--- src/rtl/mb_io_pkg.sv ---
`default_nettype none
// ============================================================================
// Module      : mb_io_pkg
// Description : Shared types and constants for the MCS IO bus controller.
// Revision    : 1.0 - initial release
// ============================================================================
package mb_io_pkg;

  // Controller states
  typedef enum logic [1:0] {
    ST_IDLE = 2'd0,
    ST_WAIT = 2'd1,
    ST_RESP = 2'd2
  } state_e;

  // Address bits [31:30] must carry this tag for a slave access
  localparam logic [1:0]  REGION_TAG         = 2'b11;
  localparam logic [31:0] DEF_ERR_DATA       = 32'hDEAD_BEEF;
  localparam int          DEF_TIMEOUT_CYCLES = 64;
  localparam int          NUM_SLAVES         = 4;

  // Increment that sticks at the top of the 8-bit range
  function automatic logic [7:0] sat_inc8(input logic [7:0] v);
    return (v == 8'hFF) ? v : v + 8'd1;
  endfunction

endpackage
`default_nettype wire

--- src/rtl/mb_io_watchdog.sv ---
`default_nettype none
// ============================================================================
// Module      : mb_io_watchdog
// Description : Wait-state counter. Loads 1 on start, counts up to the
//               terminal count and flags expiry while parked there.
// Revision    : 1.0 - initial release
// ============================================================================
module mb_io_watchdog (
  input  logic       clk,
  input  logic       reset,
  input  logic       start,
  input  logic       clear,
  input  logic [7:0] term_count,
  output logic       expired
);

  logic [7:0] cnt_q;
  logic [7:0] cnt_d;

  // Next count: clear dominates, start loads 1, otherwise climb to the terminal value
  always_comb begin
    cnt_d = cnt_q;
    if (clear) begin
      cnt_d = 8'd0;
    end else if (start) begin
      cnt_d = 8'd1;
    end else if ((cnt_q != 8'd0) && (cnt_q != term_count)) begin
      cnt_d = cnt_q + 8'd1;
    end
  end

  // Count register with synchronous active-low reset
  always_ff @(posedge clk) begin
    if (!reset) begin
      cnt_q <= 8'd0;
    end else begin
      cnt_q <= cnt_d;
    end
  end

  assign expired = (cnt_q != 8'd0) && (cnt_q == term_count);

endmodule
`default_nettype wire

--- src/rtl/mb_io_bus_ctrl.sv ---
`default_nettype none
// ============================================================================
// Module      : mb_io_bus_ctrl
// Description : Bridges the MicroBlaze MCS IO bus onto four simple slaves
//               with one-hot select, timeout and decode-error completion.
// Revision    : 1.0 - initial release
// ============================================================================
module mb_io_bus_ctrl
  import mb_io_pkg::*;
#(
  parameter int          TIMEOUT_CYCLES = DEF_TIMEOUT_CYCLES,
  parameter logic [31:0] ERR_DATA       = DEF_ERR_DATA
) (
  input  logic         clk,
  input  logic         reset,
  input  logic         IO_Addr_Strobe,
  input  logic         IO_Read_Strobe,
  input  logic         IO_Write_Strobe,
  input  logic [31:0]  IO_Address,
  input  logic [3:0]   IO_Byte_Enable,
  input  logic [31:0]  IO_Write_Data,
  output logic [31:0]  IO_Read_Data,
  output logic         IO_Ready,
  output logic [3:0]   s_sel,
  output logic         s_rd_stb,
  output logic         s_wr_stb,
  output logic [5:0]   s_addr,
  output logic [3:0]   s_be,
  output logic [31:0]  s_wdata,
  input  logic [127:0] s_rdata,
  input  logic [3:0]   s_ready,
  output logic [7:0]   err_count,
  output logic         err_last
);

  localparam logic [7:0] TERM_COUNT = 8'(TIMEOUT_CYCLES);

  state_e      state_q, state_d;
  logic        dir_q, dir_d;             // 1 = read
  logic [3:0]  s_sel_q, s_sel_d;
  logic [5:0]  s_addr_q, s_addr_d;
  logic [3:0]  s_be_q, s_be_d;
  logic [31:0] s_wdata_q, s_wdata_d;
  logic        s_rd_stb_q, s_rd_stb_d;
  logic        s_wr_stb_q, s_wr_stb_d;
  logic        io_ready_q, io_ready_d;
  logic [31:0] io_rdata_q, io_rdata_d;
  logic [7:0]  err_count_q, err_count_d;
  logic        err_last_q, err_last_d;

  logic        w_accept;
  logic        w_region_ok;
  logic        w_sel_ready;
  logic [31:0] w_sel_rdata;
  logic        w_done_ok;
  logic        w_done_err;
  logic        w_wd_start;
  logic        w_wd_clear;
  logic        w_wd_expired;
  logic        w_unused_addr;

  // Exactly one direction strobe alongside the address strobe forms a request
  assign w_accept      = IO_Addr_Strobe && (IO_Read_Strobe ^ IO_Write_Strobe);
  assign w_region_ok   = (IO_Address[31:30] == REGION_TAG);
  assign w_sel_ready   = |(s_ready & s_sel_q);
  assign w_unused_addr = ^{IO_Address[29:10], IO_Address[1:0]};

  // Read data mux driven by the held one-hot select
  always_comb begin
    w_sel_rdata = '0;
    for (int k = 0; k < NUM_SLAVES; k++) begin
      if (s_sel_q[k]) begin
        w_sel_rdata = s_rdata[32*k +: 32];
      end
    end
  end

  mb_io_watchdog u_watchdog (
    .clk        (clk),
    .reset      (reset),
    .start      (w_wd_start),
    .clear      (w_wd_clear),
    .term_count (TERM_COUNT),
    .expired    (w_wd_expired)
  );

  // Next-state and registered-output computation
  always_comb begin
    state_d     = state_q;
    dir_d       = dir_q;
    s_sel_d     = s_sel_q;
    s_addr_d    = s_addr_q;
    s_be_d      = s_be_q;
    s_wdata_d   = s_wdata_q;
    s_rd_stb_d  = 1'b0;
    s_wr_stb_d  = 1'b0;
    io_ready_d  = 1'b0;
    io_rdata_d  = '0;
    err_count_d = err_count_q;
    err_last_d  = err_last_q;
    w_wd_start  = 1'b0;
    w_wd_clear  = 1'b0;
    w_done_ok   = 1'b0;
    w_done_err  = 1'b0;

    case (state_q)
      ST_IDLE: begin
        if (w_accept) begin
          dir_d = IO_Read_Strobe;
          if (w_region_ok) begin
            state_d    = ST_WAIT;
            s_sel_d    = 4'b0001 << IO_Address[9:8];
            s_addr_d   = IO_Address[7:2];
            s_be_d     = IO_Byte_Enable;
            s_wdata_d  = IO_Write_Data;
            s_rd_stb_d = IO_Read_Strobe;
            s_wr_stb_d = IO_Write_Strobe;
            w_wd_start = 1'b1;
          end else begin
            state_d    = ST_RESP;
            w_done_err = 1'b1;
          end
        end
      end
      ST_WAIT: begin
        // Selected ready is checked first so it wins on the terminal-count cycle
        if (w_sel_ready) begin
          state_d   = ST_IDLE;
          w_done_ok = 1'b1;
        end else if (w_wd_expired) begin
          state_d    = ST_RESP;
          w_done_err = 1'b1;
        end
      end
      ST_RESP: begin
        state_d = ST_IDLE;
      end
      default: begin
        state_d = ST_IDLE;
      end
    endcase

    if (w_done_ok) begin
      io_ready_d = 1'b1;
      io_rdata_d = dir_d ? w_sel_rdata : 32'd0;
      err_last_d = 1'b0;
    end

    // The error response is loaded on entry to RESP so IO_Ready shows during RESP
    if (w_done_err) begin
      io_ready_d  = 1'b1;
      io_rdata_d  = dir_d ? ERR_DATA : 32'd0;
      err_last_d  = 1'b1;
      err_count_d = sat_inc8(err_count_q);
    end

    if ((state_q == ST_WAIT) && (w_done_ok || w_done_err)) begin
      w_wd_clear = 1'b1;
      s_sel_d    = '0;
      s_addr_d   = '0;
      s_be_d     = '0;
      s_wdata_d  = '0;
    end
  end

  // State and output registers, synchronous active-low reset
  always_ff @(posedge clk) begin
    if (!reset) begin
      state_q     <= ST_IDLE;
      dir_q       <= 1'b0;
      s_sel_q     <= '0;
      s_addr_q    <= '0;
      s_be_q      <= '0;
      s_wdata_q   <= '0;
      s_rd_stb_q  <= 1'b0;
      s_wr_stb_q  <= 1'b0;
      io_ready_q  <= 1'b0;
      io_rdata_q  <= '0;
      err_count_q <= '0;
      err_last_q  <= 1'b0;
    end else begin
      state_q     <= state_d;
      dir_q       <= dir_d;
      s_sel_q     <= s_sel_d;
      s_addr_q    <= s_addr_d;
      s_be_q      <= s_be_d;
      s_wdata_q   <= s_wdata_d;
      s_rd_stb_q  <= s_rd_stb_d;
      s_wr_stb_q  <= s_wr_stb_d;
      io_ready_q  <= io_ready_d;
      io_rdata_q  <= io_rdata_d;
      err_count_q <= err_count_d;
      err_last_q  <= err_last_d;
    end
  end

  assign IO_Ready     = io_ready_q;
  assign IO_Read_Data = io_rdata_q;
  assign s_sel        = s_sel_q;
  assign s_rd_stb     = s_rd_stb_q;
  assign s_wr_stb     = s_wr_stb_q;
  assign s_addr       = s_addr_q;
  assign s_be         = s_be_q;
  assign s_wdata      = s_wdata_q;
  assign err_count    = err_count_q;
  assign err_last     = err_last_q;

endmodule
`default_nettype wire
--- config.mk ---
export PLATFORM = sky130hd
export DESIGN_NAME = mb_io_bus_ctrl
export DESIGN_NICKNAME = d
export VERILOG_FILES = /design/src/rtl/mb_io_pkg.sv /design/src/rtl/mb_io_watchdog.sv /design/src/rtl/mb_io_bus_ctrl.sv
export SDC_FILE = /design/constraint.sdc
export NUM_CORES = 1
export LEC_CHECK = 0
export BUFFER_PORTS_ARGS = -buffer_cell sky130_fd_sc_hd__buf_2
export CAP_MARGIN = 25
export CELL_PAD_IN_SITES_DETAIL_PLACEMENT = 0
export CELL_PAD_IN_SITES_GLOBAL_PLACEMENT = 1
export CORE_MARGIN = 2
export CORE_UTILIZATION = 31
export DETAILED_ROUTE_END_ITERATION = 6
export PLACE_DENSITY = 0.82
export SYNTH_ARGS = -nofsm -noshare
export SYNTH_HDL_FRONTEND = slang
export SYNTH_SLANG_ARGS = --single-unit
--- constraint.sdc ---
create_clock -name clk -period 5.5 [get_ports clk]
set_clock_uncertainty 0.1 [all_clocks]
set_input_delay 1.1 -clock clk [delete_from_list [all_inputs] [get_ports clk]]
set_output_delay 1.1 -clock clk [all_outputs]
set_load 0.005 [all_outputs]
==> flow_summary.json, run 1 <==
{
  "cts_tree": "done",
  "root_buffer": "clkbuf_16",
  "worstPathRequired_ns": 5.61,
  "area_delta_synth_final_pct": 39.21,
  "synth_warnings": 0,
  "clk_latency_ns": 0.35,
  "ant_nets": 0,
  "dieArea_sq_um": 15580,
  "cap_violations": 0,
  "synth.avg_cell_area_sq_um": 7.855,
  "rrSetupSlack_ns": 2.78,
  "final_nets": 1029,
  "io_pins": 295,
  "async_reset_ff_frac": 0,
  "route.met2.wl_um": 7296,
  "synth-seq-area-share": 0.4469,
  "drt-total-wl_um": 14920,
  "drc": 0,
  "hold_viol_final": 0,
  "power_mw": 1.552,
  "htreeDepth": 3,
  "clkTransAtPathRegs_ns": 0.07,
  "start_kind": "input pin",
  "first_global_vias": 4461,
  "cts_buffer_depth": 2,
  "gr-total-overflow": 0,
  "outcome": "finished clean",
  "min_period_over_period": 0.5452,
  "wl_met3_um": 701,
  "worst_pin_slew_ns": 1.018,
  "rows": 44,
  "reg2reg_depth": 6,
  "synth_top_cell_by_area": "dfxtp_1",
  "slowest_delay_ns": 0.94,
  "initialDrtViolationCount": 251,
  "drt_pass1_iterations": 4,
  "leakage_nw": 2.732,
  "synthTopCellsByCount": "nand2_1 (143), dfxtp_1 (101), a21oi_1 (90)",
  "antenna_found_initial": 0,
  "cts_setup_buffers": 0,
  "ys.flop_type": "dfxtp_1",
  "synth_area_leaders": "dfxtp_1 (45%), nand2_1 (12%), a21oi_1 (10%)",
  "syn_nets": 784,
  "gp_congestion": 0.8164,
  "tns_ns": 0,
  "critical_path.cell_chain": "buf_2, or3b_1, or3_2, o2111ai_1, nor2_1",
  "max-slew-margin-rel": 0.3215,
  "ir_drop_v": 0.0001256,
  "p_per_area_nw_per_um2": 246.4,
  "yosysMostFrequentCell": "nand2_1",
  "initial_utilization": 0.3149,
  "core-area_sq_um": 14370,
  "ys_ff_latch": 101,
  "slew_violations": 0,
  "holdCritPathClass": "flip-flop to flip-flop",
  "drt-wirelength-per-cell_um": 14.78,
  "grt.total_usage": 0.1877,
  "dp_hpwl_um": 10790,
  "grt_max_degree": 68,
  "vias": 4875,
  "postCtsHoldBufs": 0,
  "insertedDiodeCount": 0,
  "cts.sinks": 101,
  "synth_top_area_share": 0.4469,
  "top_layer": "met4",
  "synth_edf_count": 0,
  "synth_cells": 576,
  "max_freq_ghz": 0.3335,
  "grt_pass1_wl_um": 23780,
  "final_cell_count_no_fill": 1009,
  "cp.arrival_ns": 3.11,
  "fin_crit_ns": 2.999,
  "cts_resized": 0,
  "crit_path_max_fanout": 53,
  "die_h_um": 124.8,
  "viasPerCell": 4.832,
  "rsz0062_at_grt": "no",
  "final_layout_size_suffix_gt1_frac": 0.3745,
  "dp.cells": 994,
  "port_buffers": 272,
  "hold_depth": 2,
  "cts_buffers": 9,
  "end_kind": "flip-flop",
  "drt-met1-wl_um": 6708,
  "slowest_stage": "or3_2",
  "crit_type": "input pin to flip-flop",
  "finalSetupViolCount": 0,
  "ys_types": 40,
  "netlist_area_sq_um": 4524,
  "die_x_um": 124.8
}
-- sequential cells by signal, indices dropped and copies added, names as in the netlist --
| register | flops |
|---|---|
| u_watchdog.cnt_q | 8 |
| IO_Ready | 1 |
| s_wdata | 32 |
| s_sel | 4 |
| IO_Read_Data | 32 |
| err_count | 8 |
| err_last | 1 |
| dir_q | 1 |
| s_addr | 6 |
| state_q | 2 |
| s_wr_stb | 1 |
| s_be | 4 |
| s_rd_stb | 1 |
-- metrics by stage --
step	worst slack, ns	area, sq um	utilization	hold slack [ns]
detailed placement	2.114	6020	0.4189	0.3430
finish	2.501	6299	0.4383	0.3511
CTS	2.487	6299	0.4383	0.3524
floorplan	2.841	4524	-	0.3316
global route	2.376	6299	0.4383	0.3690
global placement	2.112	6020	0.4189	0.3399
-- per-layer routing --
metal,track usage,vias to the layer above
li1,-,2500
met1,0.2442,2231
met2,0.3118,129
met3,0.04296,15
met4,0.05425,0
met5,0,-
-- layout make-up --
type	count	area [sq um]
Clock buffer	10	239.0
Clock inverter	5	40.04
Fill cell	1507	8070
Inverter	7	26.28
Multi-Input combinational cell	421	2310
Sequential cell	101	2024
Tap cell	184	230.2
Timing Repair Buffer	281	1429
-- cell families after synthesis --
logic type	share of synthesized area
adder cells (fa/ha/maj)	0.008297
AO/OA/AOI/OAI	0.2290
AND/OR/NAND/NOR	0.2530
flip-flops	0.4469
buffers and inverters	0.04729
XOR/XNOR	0.01549
-- cell usage in the layout (no fill, tap or decap), types with 3 or more instances in the layout --
cell type / count
buf_2: 272
nand2_1: 143
dfxtp_1: 99
a21oi_1: 90
nor2b_1: 33
a221oi_1: 32
o31ai_1: 27
nor3_1: 22
nor2_1: 19
clkbuf_16: 9
buf_4: 9
inv_1: 7
xnor2_1: 7
nand3_1: 6
o21ai_0: 5
and3_1: 4
or4_1: 3
ha_1: 3
inv_6: 3
-- power by group --
group | total (mW) | internal, mW | switching (mW) | leakage [nW]
logic | 0.180 | 0.0895 | 0.0903 | 1.77
clock network | 0.613 | 0.322 | 0.291 | 0.140
registers | 0.759 | 0.748 | 0.0110 | 0.817
-- critical path: cells and delay by family --
kind / cells / cell delay (ns)
buffers and inverters: 1 / 0.08
AOI/OAI and AO/OA: 1 / 0.43
and+or+nand+nor: 3 / 1.49
-- path summary, 6_finish.rpt --
check / startpoint / end
worst min register to register: s_wdata[16] / s_wdata[16]
worst min-delay path: s_wdata[16] / s_wdata[16]
worst max register to register: s_sel[3] / IO_Read_Data[18]
worst max-delay path: IO_Addr_Strobe / u_watchdog.cnt_q[4]
No activity file was read; power rests on OpenSTA's default activity.
==> inputs of run 2 (changes only) <==
CORE_UTILIZATION = 26   (was 31)
PLACE_DENSITY = 0.73   (was 0.82)
clock period = 2.7 ns   (was 5.5 ns; I/O delays follow)
==> run 2 against run 1 <==
Against the previous run: first-iteration DRC count rose by 19%; global-route usage fell by 2.4 points; wire length rose by 6.5%; sequential share of layout area is 0.78 points lower; cell area is 2.5% higher; clock power rose by 130%; power rose by 110%; count of clock-buffer cells in the layout is 2 higher; utilization fell by 6.3 points; non-clock buffer count rose by 3.
==> flow_summary.json, run 2 (synthesized netlist as in run 1, its figures left out) <==
{
  "die_x_um": 135.9,
  "min_period_over_period": 0.8757,
  "tns_ns": 0,
  "first_global_vias": 4224,
  "ant_nets": 0,
  "final_cell_count_no_fill": 1056,
  "drt-wirelength-per-cell_um": 15.05,
  "worst_pin_slew_ns": 0.6269,
  "clkTransAtPathRegs_ns": 0.07,
  "io_pins": 295,
  "htreeDepth": 3,
  "grt.total_usage": 0.1636,
  "dieArea_sq_um": 18470,
  "placed_cell_area_sq_um": 6131,
  "cts_tree": "done",
  "crit_path_max_fanout": 21,
  "clk_latency_ns": 0.34,
  "antenna_found_initial": 0,
  "multi_input_area_sq_um": 2310,
  "drc": 0,
  "port_buffers": 272,
  "gp_congestion": 0.7921,
  "fin_crit_ns": 2.364,
  "initial_utilization": 0.2634,
  "max-slew-margin-rel": 0.5821,
  "area_delta_synth_final_pct": 42.67,
  "core-area_sq_um": 17180,
  "mostFrequentLayoutCell": "buf_2",
  "viasPerCell": 4.634,
  "grt_pass1_wl_um": 23420,
  "crit_type": "flip-flop to flip-flop",
  "hold_viol_final": 0,
  "rows": 48,
  "final_util": 0.3758,
  "start_kind": "flip-flop",
  "design_area_sq_um": 6455,
  "p_per_area_nw_per_um2": 514.8,
  "vias": 4893,
  "finalSetupViolCount": 0,
  "grt_max_degree": 67,
  "cp.arrival_ns": 2.54,
  "slew_violations": 0,
  "postCtsHoldBufs": 0,
  "seqCellArea_sq_um": 2024,
  "final_nets": 1032,
  "final_layout_size_suffix_gt1_frac": 0.3776,
  "layout_common_cells": "buf_2 (272), nand2_1 (143), dfxtp_1 (99)",
  "cts_setup_buffers": 0,
  "dp.cells": 1038,
  "cts_buffers": 9,
  "root_buffer": "clkbuf_16",
  "drt-total-wl_um": 15890,
  "rsz0062_at_grt": "no",
  "die_h_um": 135.9,
  "initialDrtViolationCount": 298,
  "outcome": "finished clean",
  "dp_hpwl_um": 11620,
  "max_freq_ghz": 0.4229,
  "holdCritPathClass": "input pin to flip-flop",
  "fillers": 1881,
  "cts_resized": 0,
  "gr-total-overflow": 0,
  "leakage_nw": 2.779,
  "worstPathRequired_ns": 2.87,
  "drt_pass1_iterations": 4,
  "cts_buffer_depth": 2,
  "end_kind": "flip-flop",
  "ir_drop_v": 0.0002708,
  "cts.sinks": 101,
  "cap_violations": 0
}
==> run 2: cell types whose count changed in the layout (fill, tap and decap cells not counted), sizes merged <==
cell,change
clkinv,-1
buf,+3
inv,-1
diode,+2
bufinv,+1
clkbuf,+2
==> run 2: power by group <==
group / switching, mW / total [mW] / internal, mW
clock: 0.595 / 1.40 / 0.801
combinational: 0.191 / 0.381 / 0.190
sequential: 0.0215 / 1.55 / 1.52
==> run 2: path summary, 6_finish.rpt <==
kind                            start            to  slack [ns]  depth (start not counted)
setup reg to reg  u_watchdog.cnt_q[2]  err_count[7]        0.34                          6
hold reg to reg            s_wdata[3]    s_wdata[3]        0.35                          2
setup / recovery  u_watchdog.cnt_q[2]  err_count[7]        0.34                          6
hold / removal      IO_Write_Data[20]   s_wdata[20]        0.32                          3
==> run 2: final cells by class <==
type / instances / share of cell area
antenna: 2 / 0.0007753
clock buffer: 12 / 0.04129
clock inverter: 4 / 0.008141
inverter: 7 / 0.004071
multi-input combinational: 421 / 0.3578
sequential: 101 / 0.3136
tap: 225 / 0.04361
timing repair buffer: 284 / 0.2307
==> run 2: critical path, cell delays in order, from the launching register on <==
cell and delay, ns:
dfxtp_1 0.35, or4_4 0.58, nor4_4 0.28, a22oi_2 0.10, buf_4 0.22, or4_1 0.52
a21oi_1 0.14
==> run 2: stage by stage <==
stage | worst slack [ns] | power (mW) | hold slack [ns]
finish | 0.3356 | 3.323 | 0.3249
CTS | 0.3421 | 3.384 | 0.3045
detailed placement | 0.2479 | 1.964 | 0.3431
floorplan | 0.6011 | 1.750 | 0.3316
global placement | 0.2542 | 1.961 | 0.3397
global route | 0.2141 | 3.496 | 0.3039
==> run 2: layer usage <==
metal / up-vias / track usage / part of all wire
li1: 2515 / - / -
met1: 2230 / 0.2161 / 0.44
met2: 133 / 0.2643 / 0.49
met3: 15 / 0.04735 / 0.055
met4: 0 / 0.03762 / 0.014
met5: - / 0 / 0
==> inputs of run 3 (changes only) <==
RECOVER_POWER = 100   (was not set)
==> run 3 against run 2 <==
Against the previous run: non-clock buffer count unchanged; first-iteration DRC count increased by 15%; critical path depth unchanged; utilization decreased by 0.75 points; register-to-register slack got worse by 0.08 ns; power decreased by 0.16%; cell area decreased by 2.0%; sequential power about the same; via count decreased by 0.49%; sequential cell count unchanged; die area unchanged; largest cell class unchanged; highest routed layer unchanged.
==> flow_summary.json, run 3 (synthesized netlist as in run 1, its figures left out) <==
{
  "final_cell_count_no_fill": 1054,
  "cap_violations": 0,
  "postCtsHoldBufs": 0,
  "finalSetupViolCount": 0,
  "start_kind": "flip-flop",
  "seqCellArea_sq_um": 2024,
  "ant_nets": 0,
  "seqPwrFrac": 0.466,
  "design_area_sq_um": 6326,
  "grt_pass1_wl_um": 23420,
  "power_frac_comb": 0.112,
  "cts.sinks": 101,
  "root_buffer": "clkbuf_16",
  "worst_pin_slew_ns": 1.097,
  "rows": 48,
  "hold_viol_final": 0,
  "final_layout_size_suffix_gt1_frac": 0.2931,
  "initialDrtViolationCount": 344,
  "clkTransAtPathRegs_ns": 0.07,
  "layout_common_cells": "buf_2 (208), nand2_1 (143), dfxtp_1 (99)",
  "gr-total-overflow": 0,
  "reg2reg_depth": 6,
  "core-area_sq_um": 17180,
  "htreeDepth": 3,
  "max-slew-margin-rel": 0.2684,
  "clkPwrFrac": 0.422,
  "crit_top_cell": "or4_1",
  "first_global_vias": 4224,
  "slew_violations": 0,
  "end_kind": "flip-flop",
  "grt_max_degree": 67,
  "holdPathEnd": "s_wdata[20]",
  "rrSetupSlack_ns": 0.26,
  "dp.cells": 1038,
  "drt-wirelength-per-cell_um": 15.15,
  "port_buffers": 272,
  "cp.arrival_ns": 2.61,
  "io_pins": 295,
  "clk_latency_ns": 0.35,
  "tns_ns": 0,
  "slowest_delay_ns": 0.62,
  "vias": 4869,
  "worstPathRequired_ns": 2.87,
  "min_from": "IO_Write_Data[20]",
  "leakage_nw": 2.482,
  "holdCritPathClass": "input pin to flip-flop",
  "dp_hpwl_um": 11620,
  "drt_pass1_iterations": 4,
  "max_freq_ghz": 0.4098,
  "final_nets": 1032,
  "area_delta_synth_final_pct": 39.82,
  "cts_resized": 0,
  "cts_setup_buffers": 0,
  "worstSetupStartpoint": "u_watchdog.cnt_q[2]",
  "reg2reg_from": "u_watchdog.cnt_q[2]",
  "die_h_um": 135.9,
  "outcome": "finished clean",
  "p_sw_frac": 0.2442,
  "fillers": 1912,
  "cts_tree": "done",
  "fin_crit_ns": 2.440,
  "gp_congestion": 0.7921,
  "placed_cell_area_sq_um": 6131,
  "drc": 0,
  "slowest_stage": "or4_1",
  "drt-total-wl_um": 15960,
  "die_x_um": 135.9,
  "initial_utilization": 0.2634,
  "insertedDiodeCount": 0,
  "mostFrequentLayoutCell": "buf_2",
  "hold_depth": 3,
  "cts_buffer_depth": 2,
  "crit_path_max_fanout": 21,
  "antenna_found_initial": 0,
  "multi_input_area_sq_um": 2282,
  "dieArea_sq_um": 18470,
  "power_switching_mw": 0.8104,
  "worstReg2RegEnd": "err_count[7]",
  "ir_drop_v": 0.0002720,
  "internal_power_mw": 2.508,
  "rsz0062_at_grt": "no",
  "crit_type": "flip-flop to flip-flop",
  "grt.total_usage": 0.1636,
  "min_period_over_period": 0.9039,
  "viasPerCell": 4.620,
  "final_util": 0.3683,
  "p_per_area_nw_per_um2": 524.5,
  "cts_buffers": 9,
  "critical_path.cell_chain": "or4_1, nor4_4, a22oi_1, buf_4, or4_1, a21oi_1"
}
## run 3: cell types whose count changed in the layout (fill, tap and decap cells not counted), sizes merged
cell,before,now
buf,284,215
clkbuf,12,81
diode,2,0
## run 3: through the flow
step	hold slack (ns)	setup slack [ns]	power, mW
6_report	0.3227	0.2596	3.318
5_1_grt	0.3039	0.1081	3.486
4_1_cts	0.3045	0.3421	3.384
3_5_place_dp	0.3431	0.2479	1.964
3_3_place_gp	0.3397	0.2542	1.961
2_1_floorplan	0.3316	0.6011	1.750
## run 3: cell type report
| class | instances | share of cell area |
|---|---|---|
| Timing Repair Buffer | 284 | 0.2201 |
| Clock inverter | 4 | 0.008307 |
| Inverter | 7 | 0.004153 |
| Tap cell | 225 | 0.04450 |
| Multi-Input combinational cell | 421 | 0.3608 |
| Clock buffer | 12 | 0.04213 |
| Sequential cell | 101 | 0.3200 |
## run 3: power groups by stage
stage	clock network, mW	registers, mW	logic, mW
after global placement	0	1.58	0.382
after CTS	1.45	1.55	0.384
after global routing	1.52	1.55	0.414
after floorplan	0	1.58	0.169
final	1.40	1.55	0.371
after detailed placement	0	1.58	0.383
## run 3: worst max path at each step
stage                               to  slack (ns)  cells past startpoint
after floorplan               s_sel[0]        0.60                      7
after global placement     s_wdata[16]        0.25                      6
after detailed placement   s_wdata[16]        0.25                      6
after CTS                 err_count[7]        0.34                      6
after global routing      err_count[7]        0.11                      6
final                     err_count[7]        0.26                      6
## run 3: worst max-delay path, delay by kind of cell, from the launching register on
kind | cells | cell delay [ns]
AO/OA/AOI/OAI | 2 | 0.28
flip-flops | 1 | 0.35
AND/OR/NAND/NOR | 3 | 1.42
buffers and inverters | 1 | 0.22
## run 3: layer usage
| metal | part of all wire | up-vias | track usage | wire length [um] |
|---|---|---|---|---|
| met1 | 0.45 | 2230 | 0.2161 | 7204 |
| li1 | - | 2510 | - | - |
| met5 | 0 | - | 0 | 0 |
| met3 | 0.048 | 16 | 0.04735 | 766 |
| met2 | 0.49 | 113 | 0.2643 | 7745 |
| met4 | 0.015 | 0 | 0.03762 | 247 |
